[src/rtl/lcd_pkg.sv]
// Shared types and helpers for the LCD text-line overlay.
// Coordinate/colour widths, commit states, channel split.
package lcd_pkg;

  localparam int COORD_W = 11;
  localparam int RGB_W   = 24;

  typedef enum logic {
    IDLE    = 1'b0,
    PENDING = 1'b1
  } commit_state_t;

  typedef struct packed {
    logic [7:0] r;
    logic [7:0] g;
    logic [7:0] b;
  } rgb_t;

  function automatic int clog2(input int v);
    int r;
    r = 0;
    for (int i = 0; i < 31; i++)
      if ((1 << i) < v) r = i + 1;
    return r;
  endfunction

  function automatic rgb_t rgb_split(input logic [RGB_W-1:0] c);
    rgb_t o;
    o.r = c[23:16];
    o.g = c[15:8];
    o.b = c[7:0];
    return o;
  endfunction

endpackage

[src/rtl/lcd_text_buffer.sv]
// Shadow/active character code arrays and the commit FSM.
// The active array only changes at a frame start after a request.
module lcd_text_buffer
  import lcd_pkg::*;
#(
  parameter int N_CHARS    = 16,
  parameter int CODE_W     = 6,
  parameter int BLANK_CODE = 0,
  parameter int IW         = clog2(N_CHARS) + 1,
  parameter int RW         = clog2(N_CHARS)
) (
  input  logic              clk,
  input  logic              rstn,
  input  logic              wr_en,
  input  logic [IW-1:0]     wr_idx,
  input  logic [CODE_W-1:0] wr_code,
  input  logic              commit_req,
  input  logic              frame_start,
  input  logic [RW-1:0]     rd_idx,
  output logic [CODE_W-1:0] rd_code,
  output logic              copy,
  output logic              commit_done
);

  commit_state_t state, state_n;
  logic [CODE_W-1:0] shadow [N_CHARS];
  logic [CODE_W-1:0] active [N_CHARS];
  logic wr_ok;

  assign wr_ok   = wr_en && (wr_idx < IW'(N_CHARS));
  assign rd_code = active[rd_idx];

  always_comb begin
    state_n = state;
    copy    = 1'b0;
    unique case (state)
      IDLE:    if (commit_req) state_n = PENDING;
      PENDING: if (frame_start) begin
        state_n = IDLE;
        copy    = 1'b1;
      end
    endcase
  end

  always_ff @(posedge clk or negedge rstn) begin
    if (!rstn) begin
      state       <= IDLE;
      commit_done <= 1'b0;
    end else begin
      state       <= state_n;
      commit_done <= copy;
    end
  end

  // Non-blocking copy: a same-edge write lands in shadow only.
  always_ff @(posedge clk or negedge rstn) begin
    if (!rstn) begin
      for (int i = 0; i < N_CHARS; i++) begin
        shadow[i] <= CODE_W'(BLANK_CODE);
        active[i] <= CODE_W'(BLANK_CODE);
      end
    end else begin
      if (copy)
        for (int i = 0; i < N_CHARS; i++)
          active[i] <= shadow[i];
      if (wr_ok)
        shadow[wr_idx[RW-1:0]] <= wr_code;
    end
  end

endmodule

[src/rtl/lcd_text_line_overlay.sv]
// One line of ROM glyphs overlaid on the LCD pixel stream.
// Three-stage pipeline: ROM address, ROM data, colour select.
module lcd_text_line_overlay
  import lcd_pkg::*;
#(
  parameter int          N_CHARS    = 16,
  parameter int          CHAR_W     = 8,
  parameter int          CHAR_H     = 20,
  parameter int          SCALE      = 1,
  parameter int          CODE_W     = 6,
  parameter int          ROM_AW     = 11,
  parameter int          DEF_X      = 240,
  parameter int          DEF_Y      = 136,
  parameter logic [23:0] DEF_FG     = 24'hff00ff,
  parameter int          BLANK_CODE = 0
) (
  input  logic                     clk,
  input  logic                     rstn,
  input  logic                     ready_sig,
  input  logic [10:0]              column_addr_sig,
  input  logic [10:0]              row_addr_sig,
  input  logic                     wr_en,
  input  logic [clog2(N_CHARS):0]  wr_idx,
  input  logic [CODE_W-1:0]        wr_code,
  input  logic [10:0]              pos_x,
  input  logic [10:0]              pos_y,
  input  logic [23:0]              fg_color,
  input  logic [23:0]              bg_color,
  input  logic                     opaque,
  input  logic                     commit_req,
  output logic                     commit_done,
  output logic [ROM_AW-1:0]        rom_addr,
  input  logic [CHAR_W-1:0]        rom_data,
  output logic [7:0]               red_sig,
  output logic [7:0]               green_sig,
  output logic [7:0]               blue_sig,
  output logic                     pix_valid
);

  localparam int RW  = clog2(N_CHARS);
  localparam int BW  = clog2(CHAR_W);
  localparam int SSH = clog2(SCALE);
  localparam int CSH = clog2(CHAR_W * SCALE);
  localparam logic [11:0] SPAN_X = 12'(N_CHARS * CHAR_W * SCALE);
  localparam logic [11:0] SPAN_Y = 12'(CHAR_H * SCALE);

  logic [COORD_W-1:0] act_x, act_y;
  logic [RGB_W-1:0]   act_fg, act_bg;
  logic               act_op, copy, frame_start, in_box, glyph;
  logic [11:0]        col, row, x0, y0, dx, dy;
  logic [RW-1:0]      rd_idx;
  logic [CODE_W-1:0]  rd_code;
  logic [BW-1:0]      bit_n, s1_bit, s2_bit;
  logic [ROM_AW-1:0]  addr_n;
  logic               s1_in, s2_in, s1_rdy, s2_rdy;
  logic [RGB_W-1:0]   s1_fg, s1_bg, s2_fg, s2_bg;
  logic [RGB_W-1:0]   rgb_q, rgb_n;
  rgb_t               px;

  assign frame_start = ready_sig && (column_addr_sig == '0)
                       && (row_addr_sig == '0);

  // 12-bit geometry so the box end never wraps.
  assign col    = {1'b0, column_addr_sig};
  assign row    = {1'b0, row_addr_sig};
  assign x0     = {1'b0, act_x};
  assign y0     = {1'b0, act_y};
  assign dx     = col - x0;
  assign dy     = row - y0;
  assign in_box = ready_sig
                  && (col >= x0) && (col < x0 + SPAN_X)
                  && (row >= y0) && (row < y0 + SPAN_Y);
  assign rd_idx = RW'(dx >> CSH);
  assign bit_n  = BW'(dx >> SSH);
  assign addr_n = ROM_AW'(rd_code) * ROM_AW'(CHAR_H)
                  + ROM_AW'(dy >> SSH);

  lcd_text_buffer #(
    .N_CHARS    (N_CHARS),
    .CODE_W     (CODE_W),
    .BLANK_CODE (BLANK_CODE)
  ) u_buf (
    .clk         (clk),
    .rstn        (rstn),
    .wr_en       (wr_en),
    .wr_idx      (wr_idx),
    .wr_code     (wr_code),
    .commit_req  (commit_req),
    .frame_start (frame_start),
    .rd_idx      (rd_idx),
    .rd_code     (rd_code),
    .copy        (copy),
    .commit_done (commit_done)
  );

  always_ff @(posedge clk or negedge rstn) begin
    if (!rstn) begin
      act_x  <= COORD_W'(DEF_X);
      act_y  <= COORD_W'(DEF_Y);
      act_fg <= DEF_FG;
      act_bg <= '0;
      act_op <= 1'b0;
    end else if (copy) begin
      act_x  <= pos_x;
      act_y  <= pos_y;
      act_fg <= fg_color;
      act_bg <= bg_color;
      act_op <= opaque;
    end
  end

  // Colours ride with the pixel so a commit never splits one.
  always_ff @(posedge clk or negedge rstn) begin
    if (!rstn) begin
      rom_addr <= '0;
      s1_in    <= 1'b0;
      s1_bit   <= '0;
      s1_rdy   <= 1'b0;
      s1_fg    <= '0;
      s1_bg    <= '0;
      s2_in    <= 1'b0;
      s2_bit   <= '0;
      s2_rdy   <= 1'b0;
      s2_fg    <= '0;
      s2_bg    <= '0;
      rgb_q    <= '0;
      pix_valid <= 1'b0;
    end else begin
      if (in_box) rom_addr <= addr_n;
      s1_in    <= in_box;
      s1_bit   <= bit_n;
      s1_rdy   <= ready_sig;
      s1_fg    <= act_fg;
      s1_bg    <= act_op ? act_bg : '0;
      s2_in    <= s1_in;
      s2_bit   <= s1_bit;
      s2_rdy   <= s1_rdy;
      s2_fg    <= s1_fg;
      s2_bg    <= s1_bg;
      rgb_q    <= rgb_n;
      pix_valid <= s2_rdy;
    end
  end

  assign glyph = s2_in && rom_data[BW'(CHAR_W - 1) - s2_bit];

  always_comb begin
    rgb_n = '0;
    if (glyph)      rgb_n = s2_fg;
    else if (s2_in) rgb_n = s2_bg;
  end

  assign px        = rgb_split(rgb_q);
  assign red_sig   = px.r;
  assign green_sig = px.g;
  assign blue_sig  = px.b;

endmodule

[config.mk]
export PLATFORM = sky130hd
export DESIGN_NAME = lcd_text_line_overlay
export DESIGN_NICKNAME = d
export VERILOG_FILES = /design/src/rtl/lcd_pkg.sv /design/src/rtl/lcd_text_buffer.sv /design/src/rtl/lcd_text_line_overlay.sv
export SDC_FILE = /design/constraint.sdc
export NUM_CORES = 1
export LEC_CHECK = 0
export CAP_MARGIN = 40
export CORE_MARGIN = 4
export CORE_UTILIZATION = 40
export CTS_CLUSTER_DIAMETER = 200
export DETAILED_ROUTE_END_ITERATION = 7
export PLACE_DENSITY = 0.69
export SLEW_MARGIN = 5
export SYNTH_ARGS = -nofsm -noshare
export SYNTH_HDL_FRONTEND = slang
export SYNTH_SLANG_ARGS = --single-unit
export TNS_END_PERCENT = 10
[constraint.sdc]
create_clock -name clk -period 7.7 [get_ports clk]
set_clock_uncertainty 0.1 [all_clocks]
set_input_delay 1.54 -clock clk [delete_from_list [all_inputs] [get_ports clk]]
set_output_delay 1.54 -clock clk [all_outputs]
set_load 0.01 [all_outputs]
==> impl_metrics.yaml, run 1 <==
layout:
  instances_no_fill: 1936
  final-seq-area_um2: 10210
  nets: 1547
  final_util: 0.4955
  diodes: 0
  multi_input_area_um2: 6345
  syn2layout_area_growth_pct: 22.54
  fillers: 3560
  drive_gt1_frac: 0.2899
worst_setup_path:
  cp.arrival_ns: 7.74
  critPathRequiredTime_ns: 8.07
  startpoint_type: "input port"
  r2r-end: "rom_addr[10]$_DFFE_PN0P_"
  r2r_start: "act_x[1]$_DFFE_PN0P_"
  rrSetupSlack_ns: 1.43
  path_class: "in2reg"
  reg2reg_depth: 25
  cp-end-kind: "flip-flop"
  crit_fanout: 11
worst_hold_path:
  whs_path_depth: 0
  min_path_type: "reg2reg"
  min_from: "s1_bg[2]$_DFF_PN0_"
  holdPathEnd: "s2_bg[2]$_DFF_PN0_"
detailed_routing:
  initialDrtViolationCount: 664
  remaining_drc_errors: 0
  wl_um: 36550
  antenna_left: 0
  wl_per_cell_um: 18.88
  vias_per_cell: 5.088
  vias: 9850
  drt-pass1-iter-count: 4
power:
  p_comb_frac: 0.067
  clock_power_share: 0.442
  power.switching_mw: 1.008
  powerDensity_nw_per_um2: 224.5
  leakagePower_nw: 10.07
  pwr-share-seq: 0.491
  ir_worst_vdd_mv: 0.1182
  swShare: 0.2166
  cell_internal_pwr_mw: 3.647
synth:
  synth.avg_cell_area_um2: 14.31
  synth_ff_type: "dfrtp_1"
  synth.distinct_cells: 49
  synth_area_leaders: "dfrtp_1 57%, mux2_2 16%, ha_1 4.0%, dfstp_2 3.4%, mux4_2 3.1%"
  synthCells: 1183
  synth_top_cell_area_share: 0.5692
  ys_ff_latch: 407
  async_reset_ff_frac: 1.000
  yosysTopAreaCell: "dfrtp_1"
  synth_warnings: 0
  syn_area_um2: 16920
  synth-seq-area-share: 0.6034
  syn_nets: 1366
  synth_edf_count: 0
sta:
  slew_violations: 0
  slew_headroom: 0.4196
  timing_hold_violations_final: 0
  rsz0062_at_grt: "no"
  setup_viol: 0
  fin_crit_ns: 7.375
  worstMarginPinSlew_ns: 0.8706
  finalCritPeriodShare: 0.9578
  fmax_ghz: 0.1356
clocking:
  cts_tree: "built"
  cts_buffers: 41
  cts.sinks: 407
  clockBufferDepth: 3
  cts_setup_buffers: 0
  clock-root-buffer: "clkbuf_16"
  ctsHoldBuffers: 0
  cts_resized: 0
  clock_latency_ns: 0.54
  cts_htree_levels: 2
  path_clk_slew_ns: 0.06
floorplan:
  rows: 75
  die_area_um2: 45670
  die-height_um: 213.7
  die_w_um: 213.7
  coreArea_um2: 41850
  start_util: 0.4044
  num_io_pins: 154
placement:
  gp_congestion: 0.8994
  dp_hpwl_um: 25210
  placed_cells: 1860
  numPortBuffers: 153
global_route:
  gr-total-overflow: 0
  grt_pass1_vias: 10420
  grt_max_degree: 164
  antenna_found_initial: 0
  grt_pass1_wl_um: 57880
  track_usage: 0.1605
run:
  drv_cap: 0
run_status:
  status: "finished clean"
[routing by layer]
| metal | wire length (um) | part of all wire | global-route usage |
|---|---|---|---|
| met4 | 1039 | 0.028 | 0.05297 |
| met5 | 0 | 0 | 0 |
| met2 | 17280 | 0.47 | 0.2580 |
| met3 | 1814 | 0.050 | 0.03175 |
| met1 | 16410 | 0.45 | 0.2216 |
[cell usage after synthesis (2+ instances only)]
cell       count
nor3b_1        2
and2_1        24
mux2i_1       12
xnor2_1       14
o21a_1         5
nor4_1         9
ha_1          54
a211o_1        2
nor2_1        19
mux2_2       246
a2111oi_0      3
dfrtp_1      385
buf_6          2
nand3_1       55
and3_1         2
mux4_2        23
nor3_1         6
a21o_1        10
nor2b_1        8
a21oi_1       16
o2111ai_1      2
clkbuf_1      40
dfstp_2       22
nand4_1        7
xor2_1         8
a21oi_2        2
nand2b_1       3
mux4_1         6
xor2_2         2
o21ai_0       41
nand2_1       69
or4_1          2
buf_1          3
inv_1         49
buf_2          3
a211oi_1       3
fa_1          12
[cells in the final DEF (no fill, tap or decap), types with 3 or more instances in the layout]
cell type / netlist / layout
buf_12: 0 / 9
bufinv_16: 0 / 4
mux2i_1: 12 / 12
nand3_1: 55 / 55
a211oi_1: 3 / 3
clkbuf_1: 40 / 6
fa_1: 12 / 12
inv_1: 49 / 49
mux2_2: 246 / 246
clkdlybuf4s50_1: 0 / 152
a2111oi_0: 3 / 3
xnor2_1: 14 / 13
a21oi_1: 16 / 16
and2_1: 24 / 24
mux4_2: 23 / 23
dfstp_2: 22 / 22
ha_1: 54 / 54
xor2_1: 8 / 8
mux4_1: 6 / 6
nand2_1: 69 / 69
nor3_1: 6 / 6
clkbuf_8: 0 / 8
dfrtp_1: 385 / 385
a21o_1: 10 / 10
nor4_1: 9 / 9
clkinv_2: 0 / 10
nor2b_1: 8 / 8
nand4_1: 7 / 7
o21ai_0: 41 / 41
clkbuf_16: 0 / 43
o21a_1: 5 / 5
buf_4: 0 / 23
nand2b_1: 3 / 3
nor2_1: 19 / 18
[stage by stage]
step	setup TNS (ns)	power [mW]	setup WS [ns]	hold WS, ns	area [um2]
4_1_cts	0	4.715	0.3309	0.2452	20740
6_report	0	4.656	0.3252	0.2412	20740
3_3_place_gp	-0.06830	2.622	-0.06830	0.2314	19260
2_1_floorplan	0	2.463	0.4153	0.2312	16930
5_1_grt	0	4.855	0.05110	0.2522	20740
3_5_place_dp	-0.2053	2.638	-0.2053	0.2347	19320
[registers in the layout (all words and copies together) (netlist names), 3 cells and up]
| signal | count |
|---|---|
| s2_bit | 3 |
| act_y | 11 |
| s2_fg | 24 |
| s2_bg | 24 |
| act_bg | 24 |
| act_fg | 24 |
| s1_fg | 24 |
| u_buf.shadow | 96 |
| s1_bg | 24 |
| u_buf.active | 96 |
| rom_addr | 11 |
| act_x | 11 |
| px | 24 |
| s1_bit | 3 |
[cell type report]
| class | instances | share of cell area |
|---|---|---|
| flip-flops and latches | 407 | 0.4924 |
| multi-input cells | 679 | 0.3059 |
| repair buffers | 186 | 0.09182 |
| clock buffers | 57 | 0.05828 |
| well taps | 539 | 0.03252 |
| clock inverters | 19 | 0.01020 |
| inverters | 49 | 0.008868 |
[critical path: stages]
cell             delay (ns)
clkdlybuf4s50_1        0.48
ha_1                   0.35
nor2b_1                0.17
o31ai_4                0.23
nand2b_2               0.09
a21oi_2                0.18
xnor2_2                0.15
buf_12                 0.17
mux4_1                 0.58
mux4_1                 0.54
ha_1                   0.22
ha_1                   0.20
fa_1                   0.38
a21o_1                 0.17
a21oi_1                0.17
xor2_1                 0.11
fa_1                   0.49
inv_1                  0.04
ha_1                   0.31
nand2_1                0.06
o41a_1                 0.32
or3b_2                 0.46
a21oi_1                0.15
nor4_1                 0.07
nand2_1                0.07
[power groups by stage]
stage | Combinational, mW | Sequential, mW | Clock (mW)
6_report | 0.310 | 2.29 | 2.06
3_5_place_dp | 0.314 | 2.32 | 0
4_1_cts | 0.316 | 2.28 | 2.11
3_3_place_gp | 0.306 | 2.32 | 0
5_1_grt | 0.342 | 2.30 | 2.22
2_1_floorplan | 0.155 | 2.31 | 0
[worst max-delay path by stage]
stage	slack (ns)	end	cells past startpoint	from
finish	0.33	rom_addr[10]$_DFFE_PN0P_	25	column_addr_sig[1]
global route	0.05	rom_addr[10]$_DFFE_PN0P_	25	column_addr_sig[1]
CTS	0.33	rom_addr[10]$_DFFE_PN0P_	25	column_addr_sig[1]
detailed placement	-0.21	rom_addr[10]$_DFFE_PN0P_	25	column_addr_sig[1]
global placement	-0.07	rom_addr[10]$_DFFE_PN0P_	25	column_addr_sig[1]
floorplan	0.42	rom_addr[10]$_DFFE_PN0P_	22	column_addr_sig[1]
[kinds of logic after synthesis]
kind of cell,synth area share
buf+inv,0.02262
fa+ha+maj,0.05411
flops,0.6034
compound gates,0.03453
simple gates,0.06136
xor+xnor,0.01331
mux,0.2107
No activity file was read; power rests on OpenSTA's default activity.
==> inputs of run 2 (changes only) <==
--- a/config.mk
+++ b/config.mk
@@ -10,7 +10,9 @@
 export CORE_UTILIZATION = 40
 export CTS_CLUSTER_DIAMETER = 200
 export DETAILED_ROUTE_END_ITERATION = 7
+export GPL_TIMING_DRIVEN = 1
 export PLACE_DENSITY = 0.69
+export SKIP_CTS_REPAIR_TIMING = 1
 export SLEW_MARGIN = 5
 export SYNTH_ARGS = -nofsm -noshare
 export SYNTH_HDL_FRONTEND = slang
==> results of run 2 <==
No change in the layout: final DEF, timing and power equal those of run 1.
==> inputs of run 3 (changes only) <==
--- a/config.mk
+++ b/config.mk
@@ -16,5 +16,6 @@
 export SLEW_MARGIN = 5
 export SYNTH_ARGS = -nofsm -noshare
 export SYNTH_HDL_FRONTEND = slang
+export SYNTH_HIERARCHICAL = 1
 export SYNTH_SLANG_ARGS = --single-unit
 export TNS_END_PERCENT = 10
==> run 3 against run 2 <==
Sequential cell count did not move; die area rose by 0.31%; design area fell by 0.88%; worst setup slack improved by 0.35 ns; critical path depth fell by 1; total power fell by 0.55%; clock power barely moved; non-clock buffer count fell by 21; area after synthesis rose by 0.33%; worst hold slack got worse by 0.0030 ns; critical endpoint unchanged; largest power group unchanged; highest routed layer unchanged.
==> impl_metrics.yaml, run 3 <==
floorplan:
  die_w_um: 214.0
  coreArea_um2: 41950
  start_util: 0.4048
  die_area_um2: 45810
  rows: 75
  num_io_pins: 154
  die-height_um: 214.0
placement:
  numPortBuffers: 153
  gp_congestion: 0.8448
  place_area_um2: 19150
  dp_hpwl_um: 24250
  dp_worst_setup_slack_ns: 0.2006
layout:
  final_common_cell: "dfrtp_1"
  drive_gt1_frac: 0.2906
  reg_top3: "u_buf/active x96, u_buf/shadow x96"
  syn2layout_area_growth_pct: 21.07
  nets: 1522
  layout_common_cells: "385 x dfrtp_1, 240 x mux2_2, 152 x clkdlybuf4s50_1"
  finalInstanceArea_um2: 20560
power:
  ir_worst_vdd_mv: 0.1744
  powerDensity_nw_per_um2: 225.2
  leakagePower_nw: 9.950
clocking:
  clock_latency_ns: 0.53
  clockBufferDepth: 3
  cts_tree: "built"
  clock-root-buffer: "clkbuf_16"
  cts_htree_levels: 2
  path_clk_slew_ns: 0.06
  cts.sinks: 407
  cts_buffers: 41
worst_setup_path:
  crit_buf_inv: 3
  crit_family: "adder cells"
  rrSetupSlack_ns: 1.86
  cp.arrival_ns: 7.34
  path_cells: "clkdlybuf4s50_1, inv_1, ha_1, fa_1, nor2b_4, o31a_1, o21ai_0, a21boi_0, nor2b_1, a22oi_1, nand2_1, ha_1, ha_1, fa_1, a21o_1, a21oi_1, xor2_1, fa_1, inv_1, ha_1, a21oi_1, o21ai_0, xnor2_1, mux2_2"
  critPathRequiredTime_ns: 8.01
  path_class: "in2reg"
  reg2reg_depth: 22
  r2r-end: "rom_addr[10]$_DFFE_PN0P_"
  max_stage_delay_ns: 0.49
  slowest_stage: "clkdlybuf4s50_1"
  r2r_start: "act_x[0]$_DFFE_PN0P_"
  startpoint_type: "input port"
  cp-end-kind: "flip-flop"
  crit_fanout: 6
  crit_path_frequent_cell: "ha_1"
global_route:
  gr-total-overflow: 0
  grt_pass1_vias: 10390
  antenna_found_initial: 2
  track_usage: 0.1567
  grt_pass1_wl_um: 58310
  grt_max_degree: 178
synth:
  ys_top_cells_by_count: "385 x dfrtp_1, 240 x mux2_2, 66 x nand2_1, 57 x inv_1, 55 x nand3_1"
  synth.avg_cell_area_um2: 14.38
  synthCells: 1181
  synth-seq-area-share: 0.6014
  synth.distinct_cells: 58
  yosysTopAreaCell: "dfrtp_1"
  synth_top_cell_area_share: 0.5674
  ys_ff_latch: 407
  synth_most_common_cell: "dfrtp_1"
  syn_area_um2: 16980
  synth_warnings: 6
  synth_ff_type: "dfrtp_1"
  synth_area_leaders: "dfrtp_1 57%, mux2_2 16%, ha_1 4.0%, mux4_2 3.4%, dfstp_2 3.4%"
  async_reset_ff_frac: 1.000
  syn_nets: 1364
  synth_edf_count: 0
sta:
  fin_crit_ns: 7.023
  setup_viol: 0
  fin_hold_ws_ns: 0.2383
  rsz0062_at_grt: "no"
  slew_violations: 0
  fmax_ghz: 0.1424
  timing_hold_violations_final: 0
  tns_ns: 0
  slew_headroom: 0.3711
  finalCritPeriodShare: 0.9120
  timing.final.ws_setup_ns: 0.6773
  worstMarginPinSlew_ns: 0.9434
detailed_routing:
  initialDrtViolationCount: 705
  drt-pass1-iter-count: 5
  remaining_drc_errors: 0
  antenna_left: 0
  vias: 9732
  wl_per_cell_um: 18.74
  wl_um: 35740
  vias_per_cell: 5.103
worst_hold_path:
  min_from: "s1_fg[7]$_DFF_PN0_"
  holdPathEnd: "s2_fg[7]$_DFF_PN0_"
  min_path_type: "reg2reg"
  whs_path_depth: 0
run_status:
  status: "finished clean"
run:
  drv_cap: 0
-- run 3: changes by cell type in the layout (fill, tap and decap cells not counted), moves of 8 or more --
cell,before,now
buf_4,23,4
nor2_1,18,10
a22oi_1,0,12
o21ai_0,41,30
inv_1,49,57
mux2_4,0,13
mux2i_1,12,3
-- run 3: how the worst max path moves through the flow --
stage | start | to | slack, ns | cells past startpoint
4_1_cts | column_addr_sig[0] | rom_addr[10]$_DFFE_PN0P_ | 0.73 | 24
6_report | column_addr_sig[0] | rom_addr[10]$_DFFE_PN0P_ | 0.68 | 24
5_1_grt | column_addr_sig[0] | rom_addr[10]$_DFFE_PN0P_ | 0.33 | 24
3_3_place_gp | column_addr_sig[1] | rom_addr[9]$_DFFE_PN0P_ | 0.37 | 22
3_5_place_dp | column_addr_sig[0] | rom_addr[10]$_DFFE_PN0P_ | 0.20 | 24
2_1_floorplan | column_addr_sig[0] | rom_addr[9]$_DFFE_PN0P_ | 1.18 | 23
-- run 3: layout make-up --
type,instances,area [um2]
fill,3607,21390
sequential,407,10210
timing repair buffer,165,1719
multi-input combinational,665,6340
clock inverter,15,266.5
clock buffer,55,1119
tap,539,674.4
antenna,2,5.005
inverter,59,221.5
-- run 3: routing by layer --
| metal | global-route usage | vias to the layer above | part of all wire |
|---|---|---|---|
| li1 | - | 4442 | - |
| met1 | 0.2191 | 5022 | 0.45 |
| met4 | 0.03998 | 0 | 0.020 |
| met2 | 0.2536 | 223 | 0.48 |
| met5 | 0 | - | 0 |
| met3 | 0.03174 | 45 | 0.049 |
-- run 3: worst reg2reg max path, stage by stage (launching register included) --
cell	delay [ns]
dfrtp_1	0.39
ha_1	0.23
fa_1	0.45
nor2b_4	0.15
o31a_1	0.24
o21ai_0	0.11
a21boi_0	0.45
nor2b_1	0.42
a22oi_1	0.19
nand2_1	0.13
ha_1	0.24
ha_1	0.23
fa_1	0.40
a21o_1	0.17
a21oi_1	0.18
xor2_1	0.21
fa_1	0.45
inv_1	0.07
ha_1	0.26
a21oi_1	0.15
o21ai_0	0.11
xnor2_1	0.13
mux2_2	0.25
-- run 3: report_power, final --
| group | switching (mW) | total [mW] | internal (mW) | leakage [nW] |
|---|---|---|---|---|
| Combinational | 0.142 | 0.307 | 0.166 | 3.90 |
| Sequential | 0.0471 | 2.29 | 2.24 | 5.39 |
| Clock | 0.780 | 2.03 | 1.25 | 0.670 |
| Total | 0.969 | 4.63 | 3.66 | 9.95 |
-- run 3: stage by stage --
stage | utilization | total power, mW | cells
2_1_floorplan | - | 2.467 | 1181
3_3_place_gp | 0.4552 | 2.618 | 1831
3_5_place_dp | 0.4566 | 2.636 | 1834
4_1_cts | 0.4896 | 4.692 | 1904
5_1_grt | 0.4901 | 4.828 | 1907
6_report | 0.4901 | 4.630 | 1907
-- run 3: logic make-up (layout without fill, tap and decap cells) --
group / after synthesis / in the layout / synth area share
and+or+nand+nor: 195 / 195 / 0.06005
DFF: 407 / 407 / 0.6014
AOI/OAI and AO/OA: 98 / 98 / 0.03861
xor gates and xnor gates: 24 / 24 / 0.01238
other: 0 / 2 / 0
muxes: 282 / 282 / 0.2069
adders and majority gates: 66 / 66 / 0.05394
buffers and inverters: 109 / 294 / 0.02668
